<file path="src/rtl/fp_cmd_dispatcher.sv">
// fp_cmd_dispatcher: queues {op,A,B} commands, computes add/sub/mul, ships {HDR,op,A,B,result} frames to a link master; optional WAIT timeout under DISPATCH_TIMEOUT_EN
module fp_cmd_dispatcher #(
  parameter int DATA_W = 32,
  parameter int OP_W = 2,
  parameter int DEPTH = 4,
  parameter logic [5:0] HDR = 6'b111111,
  parameter int TIMEOUT_CYC = 1000
) (
  input  logic clk,
  input  logic reset_n,
  input  logic cmd_valid,
  output logic cmd_ready,
  input  logic [OP_W+2*DATA_W-1:0] cmd_data,
  output logic tx_valid,
  input  logic tx_ready,
  output logic [6+OP_W+3*DATA_W-1:0] tx_frame,
  input  logic tx_done,
  input  logic clr_err,
  output logic done,
  output logic busy,
  output logic err_op,
  output logic err_to,
  output logic [$clog2(DEPTH+1)-1:0] level,
  output logic [2:0] st
);
  localparam int CMD_W = OP_W + 2 * DATA_W;
  localparam int PW = $clog2(DEPTH);
  localparam int LW = $clog2(DEPTH + 1);
  localparam logic [2:0] IDLE = 3'd0;
  localparam logic [2:0] FETCH = 3'd1;
  localparam logic [2:0] EXEC = 3'd2;
  localparam logic [2:0] SEND = 3'd3;
  localparam logic [2:0] WAIT = 3'd4;
  localparam logic [2:0] DONE = 3'd5;
  logic [2:0] state, nxt;
  logic [CMD_W-1:0] mem [DEPTH];
  logic [PW-1:0] wp, rp;
  logic [OP_W-1:0] op;
  logic [DATA_W-1:0] a, b, res, alu;
  logic push, pop, bad_op, to_hit;
  assign cmd_ready = reset_n && (level != LW'(DEPTH));
  assign push = cmd_valid && cmd_ready;
  assign pop = state == FETCH;
  assign bad_op = op > OP_W'(2);
  assign tx_valid = state == SEND;
  assign tx_frame = {HDR, op, a, b, res};
  assign done = state == DONE;
  assign busy = state != IDLE;
  assign st = state;
  always_comb begin
    alu = op == OP_W'(0) ? a + b : op == OP_W'(1) ? a - b : a * b;
  end
  always_comb begin
    nxt = state == IDLE  ? (level != '0 ? FETCH : IDLE) :
          state == FETCH ? EXEC :
          state == EXEC  ? (bad_op ? DONE : SEND) :
          state == SEND  ? (tx_ready ? WAIT : SEND) :
          state == WAIT  ? ((tx_done || to_hit) ? DONE : WAIT) :
          IDLE;
  end
  always_ff @(posedge clk) begin
    if (push) mem[wp] <= cmd_data;
  end
  always_ff @(posedge clk or negedge reset_n) begin
    if (!reset_n) begin
      state <= IDLE;
      wp <= '0;
      rp <= '0;
      level <= '0;
      op <= '0;
      a <= '0;
      b <= '0;
      res <= '0;
      err_op <= 1'b0;
    end else begin
      state <= nxt;
      wp <= wp + PW'(push);
      rp <= rp + PW'(pop);
      level <= level + LW'(push) - LW'(pop);
      if (pop) {op, a, b} <= mem[rp];
      if (state == EXEC) res <= bad_op ? '0 : alu;
      err_op <= (state == EXEC && bad_op) ? 1'b1 : clr_err ? 1'b0 : err_op;
    end
  end
`ifdef DISPATCH_TIMEOUT_EN
  localparam int TW = $clog2(TIMEOUT_CYC + 1);
  logic [TW-1:0] cnt;
  // tx_done on the terminal cycle takes priority over the timeout
  assign to_hit = state == WAIT && !tx_done && cnt == TW'(TIMEOUT_CYC - 1);
  always_ff @(posedge clk or negedge reset_n) begin
    if (!reset_n) begin
      cnt <= '0;
      err_to <= 1'b0;
    end else begin
      cnt <= state == WAIT ? cnt + TW'(1) : '0;
      err_to <= to_hit ? 1'b1 : clr_err ? 1'b0 : err_to;
    end
  end
`else
  assign to_hit = 1'b0;
  assign err_to = 1'b0;
`endif
endmodule

</file>
<file path="config.mk">
export PLATFORM = sky130hd
export DESIGN_NAME = fp_cmd_dispatcher
export DESIGN_NICKNAME = d
export VERILOG_FILES = /design/src/rtl/fp_cmd_dispatcher.sv
export SDC_FILE = /design/constraint.sdc
export NUM_CORES = 2
export LEC_CHECK = 0
export BUFFER_PORTS_ARGS = -buffer_cell sky130_fd_sc_hd__buf_4
export CORE_MARGIN = 5
export CORE_UTILIZATION = 60
export CTS_BUF_LIST = sky130_fd_sc_hd__clkbuf_8
export DETAILED_ROUTE_END_ITERATION = 10
export PLACE_DENSITY = 0.82
export SLEW_MARGIN = 20
export SYNTH_ARGS = -nofsm -noshare
export SYNTH_HDL_FRONTEND = slang
export SYNTH_SLANG_ARGS = --single-unit
export TNS_END_PERCENT = 10
</file>
<file path="constraint.sdc">
create_clock -name clk -period 18.4 [get_ports clk]
set_input_delay 3.68 -clock clk [delete_from_list [all_inputs] [get_ports clk]]
set_output_delay 3.68 -clock clk [all_outputs]
set_load 0.01 [all_outputs]
</file>
Word level (Yosys, flattened, before mapping)
Memories as Yosys holds them, arrays and structs flattened. A register that Yosys moved wholly into a read port is not among the register bits.
Cells that the tools add are included.
- bits in registers: 43
- bits in latches: 0
- memory bits (writable): 264
- memory bits (read-only): 0
- input port bits: 72
- output and inout bits: 116
- logic and storage cells: 47
- memories kept: 1
- memories (memory ; words ; width ; rd ports ; clocked after memory_dff ; wr ports ; line ; RTL):
    mem ; 4 ; 66 ; 1 ; 1 ; 1 ; 36 ; logic [CMD_W-1:0] mem [DEPTH];
- add/subtract/negate cells: 6
- $mul: 1
- div/mod/pow operators: 0
- magnitude comparators: 1
- equality and inequality tests: 7
- shift-type cells: 0
- muxes and demuxes: 16
- bitwise logic cells: 0
- reduce and logical (&&, ||, !) cells: 9
- operators by type and width (operator ; number):
    32-bit 2-to-1 mux ; 3
    32-bit adder ; 1
    32-bit by 32-bit multiplier with 32-bit output ; 1
    32-bit subtractor ; 1
    3-bit 2-to-1 mux ; 7
    3-bit by 2-bit equality test with 1-bit output, second input constant ; 2
    3-bit equality test, second input constant ; 2
    1-bit 2-to-1 mux ; 6
    3-bit nonzero test ; 2
    2-bit by 1-bit adder with 2-bit output ; 2
    3-bit by 1-bit adder with 3-bit output ; 1
    3-bit by 1-bit equality test with 1-bit output, second input constant ; 1
    1-bit logical AND ; 3
    3-bit logical NOT ; 1
    3-bit != test, second input constant ; 1
    3-bit by 1-bit subtractor with 3-bit output ; 1
    2-bit by 1-bit equality test with 1-bit output, second input constant ; 1
    2-bit > comparator, second input constant ; 1
    2-bit logical NOT ; 1
    2-bit nonzero test ; 1
    1-bit logical NOT ; 1

Depth between registers and ports, before layout
- depth after elaboration: 6
- depth in mapped cells: 29
- depth with buffers taken out: 26

Worst setup path after synthesis
OpenSTA, ideal clock, no wires.
- path kind: input -> register
- start: input reset_n
- end: memory mem[1][0] (netlist bit), enable pin
- arrival time: 9.109 ns
- slack: 8.706 ns
- cell stages on the path: 3
- buffers on the path: 0
- cells stage by stage: a21boi_0 -> nand2_1 -> nor3b_1
- cells in the longest elaborated chain, start to end: 4
- RTL lines (element ; line ; RTL):
    from (decl) ; 10 ; input logic reset_n,
    1-bit logical AND ; 41 ; assign cmd_ready = reset_n && (level != LW'(DEPTH));
    1-bit logical AND ; 42 ; assign push = cmd_valid && cmd_ready;
    1-bit 2-to-1 mux ; 62 ; if (push) mem[wp] <= cmd_data;
    1-bit 2-to-1 mux (implied by the code) ; 62 ;
    to (decl) ; 36 ;
Every way passes these cells.

Worst setup path in the final report
- start: input reset_n
- end: output cmd_ready
- cells in the longest elaborated chain, start to end: 1
- RTL lines (element ; line ; RTL):
    1-bit logical AND ; 41 ;
    to (decl) ; 12 ; output logic cmd_ready,
Every way passes these cells.

==> metrics.md <==
| Metric | Value |
|---|---|
| Unrepaired setup endpoints after global routing | `false` |
| Post-Syn Area per Cell | `11.1 sq um` |
| Post-detailed-route via-to-cell ratio | `6.04` |
| Total inserted antenna cells | `0` |
| Fill count | `3,937` |
| Top routing layer in use | `met4` |
| Critical-path maximum fanout | `54` |
| Top Family by Delay on Critical Path | `buffers and inverters` |
| Number of buffers added by the clock tree synthesis step | `54` |
| Area Overhead vs Synth | `9.39%` |
| Critical path buffer and inverter count | `2` |
| Total number of clock tree sinks | `373` |
| Worst Path Class, Setup | `input port to primary output` |
| Number of max-capacitance violations reported | `0` |
| Port buffer count | `180` |
| Ratio of cells with drive above 1 in the final layout | `0.135` |
| First-pass GRT wire length | `142 mm` |
| Worst hold-check slack | `0.486 ns` |
| Count leader, synth | `sky130_fd_sc_hd__inv_1` |
| Post-synthesis instance area | `32,600 sq um` |
| Clock tree from TritonCTS | `built` |
| Core Box Area | `53,800 sq um` |
| Initial antenna violation count | `1` |
| Max Fclk | `0.119 GHz` |
| Clock transition at the registers of the reported paths | `0.06 ns` |
| Grt ovf | `0` |
| Placer's final routability congestion estimate | `1.01` |
| Metal1 wirelength | `34.3 mm` |
| Most frequent cell on the critical path | `sky130_fd_sc_hd__buf_4` |
| Total global routing track utilization | `0.311` |
| Cells after DPL | `3,695` |
| Total of flip-flops plus latches after synthesis | `373` |
| Element type at the critical path end | `primary output` |
| Post-route non-filler standard cell count | `3,796` |
| H-tree depth | `2` |
| Rel. slew slack | `0.253` |
| Met2 WL | `42.2 mm` |
| Number of hold buffers added after CTS | `0` |
| Area share of the largest cell type after synthesis | `0.253` |
| Yosys warning total | `0` |
| Final critical-path required period | `8.42 ns` |
| Drt first-iter violations | `2,318` |
| Transition at the pin with the smallest max-transition slack | `1.12 ns` |
| Maximum buffer depth of the clock tree | `3` |
| Die boundary width | `243 um` |
| Sequence of cells on the critical path | `buf_4 -> a21boi_0 -> buf_4` |
| Resize count post-CTS | `0` |
| Largest net degree at the start of global routing | `71` |
| Number of remaining DRC errors | `0` |
| Source-to-sink clock delay at the later pin of the worst-skew pair | `0.64 ns` |
| Final setup viols | `0` |
| Number of standard cells after synthesis | `2,925` |
| Avg WL per Cell | `24.1 um` |
| Setup crit start kind | `input port` |
| Std-Cell Rows | `85` |
| Number of top-level pins | `188` |
| Post-route ant nets | `0` |
| Required time at the endpoint of the critical path | `14.72 ns` |
| DIE HEIGHT | `243 um` |
| Library cell used as clock root buffer | `sky130_fd_sc_hd__clkbuf_8` |
| Delay contributed by the slowest stage of the critical path | `0.55 ns` |
| Post-synth cell types | `75` |
| Ranking of synthesized cells by instance count | `sky130_fd_sc_hd__inv_1, sky130_fd_sc_hd__fa_1, sky130_fd_sc_hd__nand2_1` |
| Wire length on met3 | `9.08 mm` |
| Cell types with the largest area share after synthesis | `sky130_fd_sc_hd__fa_1, sky130_fd_sc_hd__edfxtp_1, sky130_fd_sc_hd__dfrtp_1` |
| Total wire length after detailed routing | `91.3 mm` |
| Worst min-delay path category | `flip-flop to flip-flop` |
| Via count of the first global-routing pass | `24,730` |
| Post-CTS setup buffer count | `0` |
| Data arrival time at the worst-slack endpoint | `4.74 ns` |
| Cell taking the most area after synthesis | `sky130_fd_sc_hd__fa_1` |
| Register area share after synthesis | `0.327` |
| Number of synthesized flops with an enable pin | `264` |
| Synth Flop Type | `sky130_fd_sc_hd__edfxtp_1` |
| Hold Vio Cnt, Final | `0` |
| Pins over their slew limit | `0` |
| Nets | `3,727` |
| Setup TNS Final | `0 ns` |
| Detail Placement HPWL | `66.3 mm` |
| Standard cell with the maximum stage delay on the critical path | `sky130_fd_sc_hd__buf_4` |
| Die outline area | `59,000 sq um` |
| Register area | `10,700 sq um` |
| Number of detailed-route iterations in the first pass | `5` |
| Multi-input gate area | `19,600 sq um` |
| Initial core utilization | `0.605` |
| Via count | `22,928` |
| Post-route clock period utilization | `0.458` |
| Outcome | `complete, no violations` |
| Post-synth ARST share | `0.292` |
| Worst clock skew on the final layout | `0.0534 ns` |
worst register-to-register path, cell delays in order, from the launching register on:
cell	delay, ns
sky130_fd_sc_hd__dfrtp_1	0.85
sky130_fd_sc_hd__ha_1	0.43
sky130_fd_sc_hd__inv_1	0.18
sky130_fd_sc_hd__fa_1	0.52
sky130_fd_sc_hd__inv_1	0.05
sky130_fd_sc_hd__fa_1	0.43
sky130_fd_sc_hd__fa_1	0.56
sky130_fd_sc_hd__inv_1	0.05
sky130_fd_sc_hd__fa_1	0.47
sky130_fd_sc_hd__inv_1	0.04
sky130_fd_sc_hd__ha_1	0.26
sky130_fd_sc_hd__ha_1	0.29
sky130_fd_sc_hd__fa_1	0.51
sky130_fd_sc_hd__fa_1	0.44
sky130_fd_sc_hd__ha_1	0.37
sky130_fd_sc_hd__a21oi_1	0.18
sky130_fd_sc_hd__o21ai_0	0.13
sky130_fd_sc_hd__or3_1	0.31
sky130_fd_sc_hd__o21ai_1	0.33
sky130_fd_sc_hd__o21ai_0	0.18
sky130_fd_sc_hd__a31oi_1	0.46
sky130_fd_sc_hd__o21ai_0	0.21
sky130_fd_sc_hd__xor2_1	0.20
sky130_fd_sc_hd__o211ai_1	0.21
sky130_fd_sc_hd__o21ai_0	0.11
final timing paths:
| check | slack [ns] | cells after the start | start | end |
|---|---|---|---|---|
| setup / recovery | 9.98 | 3 | reset_n | cmd_ready |
| hold / removal | 0.49 | 2 | res[0] | res[0] |
| setup reg to reg | 10.55 | 24 | a[6] | res[30] |
| hold reg to reg | 0.49 | 2 | res[0] | res[0] |
| max in group asynchronous | 13.85 | 2 | reset_n | rp[0] |
| min in group asynchronous | 3.09 | 1 | reset_n | level[1] |
logic make-up after synthesis:
kind of cell | after synthesis | synth area share
and+or+nand+nor | 787 | 0.120
AOI/OAI and AO/OA | 328 | 0.0641
muxes | 104 | 0.0586
adders and majority gates | 600 | 0.325
buffers and inverters | 608 | 0.0716
other | 2 | 0.000231
DFF | 373 | 0.327
xor gates and xnor gates | 123 | 0.0331
layout by cell type, fill, tap and decap left out, types with 89 or more instances in the layout:
cell type	instances
sky130_fd_sc_hd__inv_1	474
sky130_fd_sc_hd__fa_1	411
sky130_fd_sc_hd__nand2_1	302
sky130_fd_sc_hd__and2_1	279
sky130_fd_sc_hd__edfxtp_1	264
sky130_fd_sc_hd__buf_4	225
sky130_fd_sc_hd__ha_1	189
sky130_fd_sc_hd__dfrtp_1	106
sky130_fd_sc_hd__nor2_1	97
sky130_fd_sc_hd__o21ai_0	96
sky130_fd_sc_hd__xnor2_1	93
sky130_fd_sc_hd__a21oi_1	89
per-layer routing:
layer,up-vias,track usage
met5,-,0
li1,9754,-
met3,307,0.0604
met4,0,0.152
met2,1310,0.495
met1,11557,0.417
registers in the layout, indices dropped and copies added (netlist names):
register / cells
a: 32
b: 32
err_op: 1
level: 3
mem: 264
op: 2
res: 32
rp: 2
st: 3
wp: 2
layout make-up:
type	instances	area share
multi-input cells	1949	0.551
clock buffers	61	0.0236
clock inverters	40	0.00664
well taps	696	0.0245
repair buffers	225	0.0474
flip-flops and latches	373	0.299
inverters	452	0.0476
metrics by stage:
step | instance area, sq um | setup slack (ns) | utilization
finish | 35600 | 9.98 | 0.662
global route | 35600 | 9.80 | 0.662
CTS | 35600 | 9.94 | 0.662
detailed placement | 34500 | 9.94 | 0.642
global placement | 34500 | 9.96 | 0.642
floorplan | 32600 | 8.71 | -
Power is not shown: default switching activity piles up to over one toggle a cycle in this logic, so the estimate is an artifact.
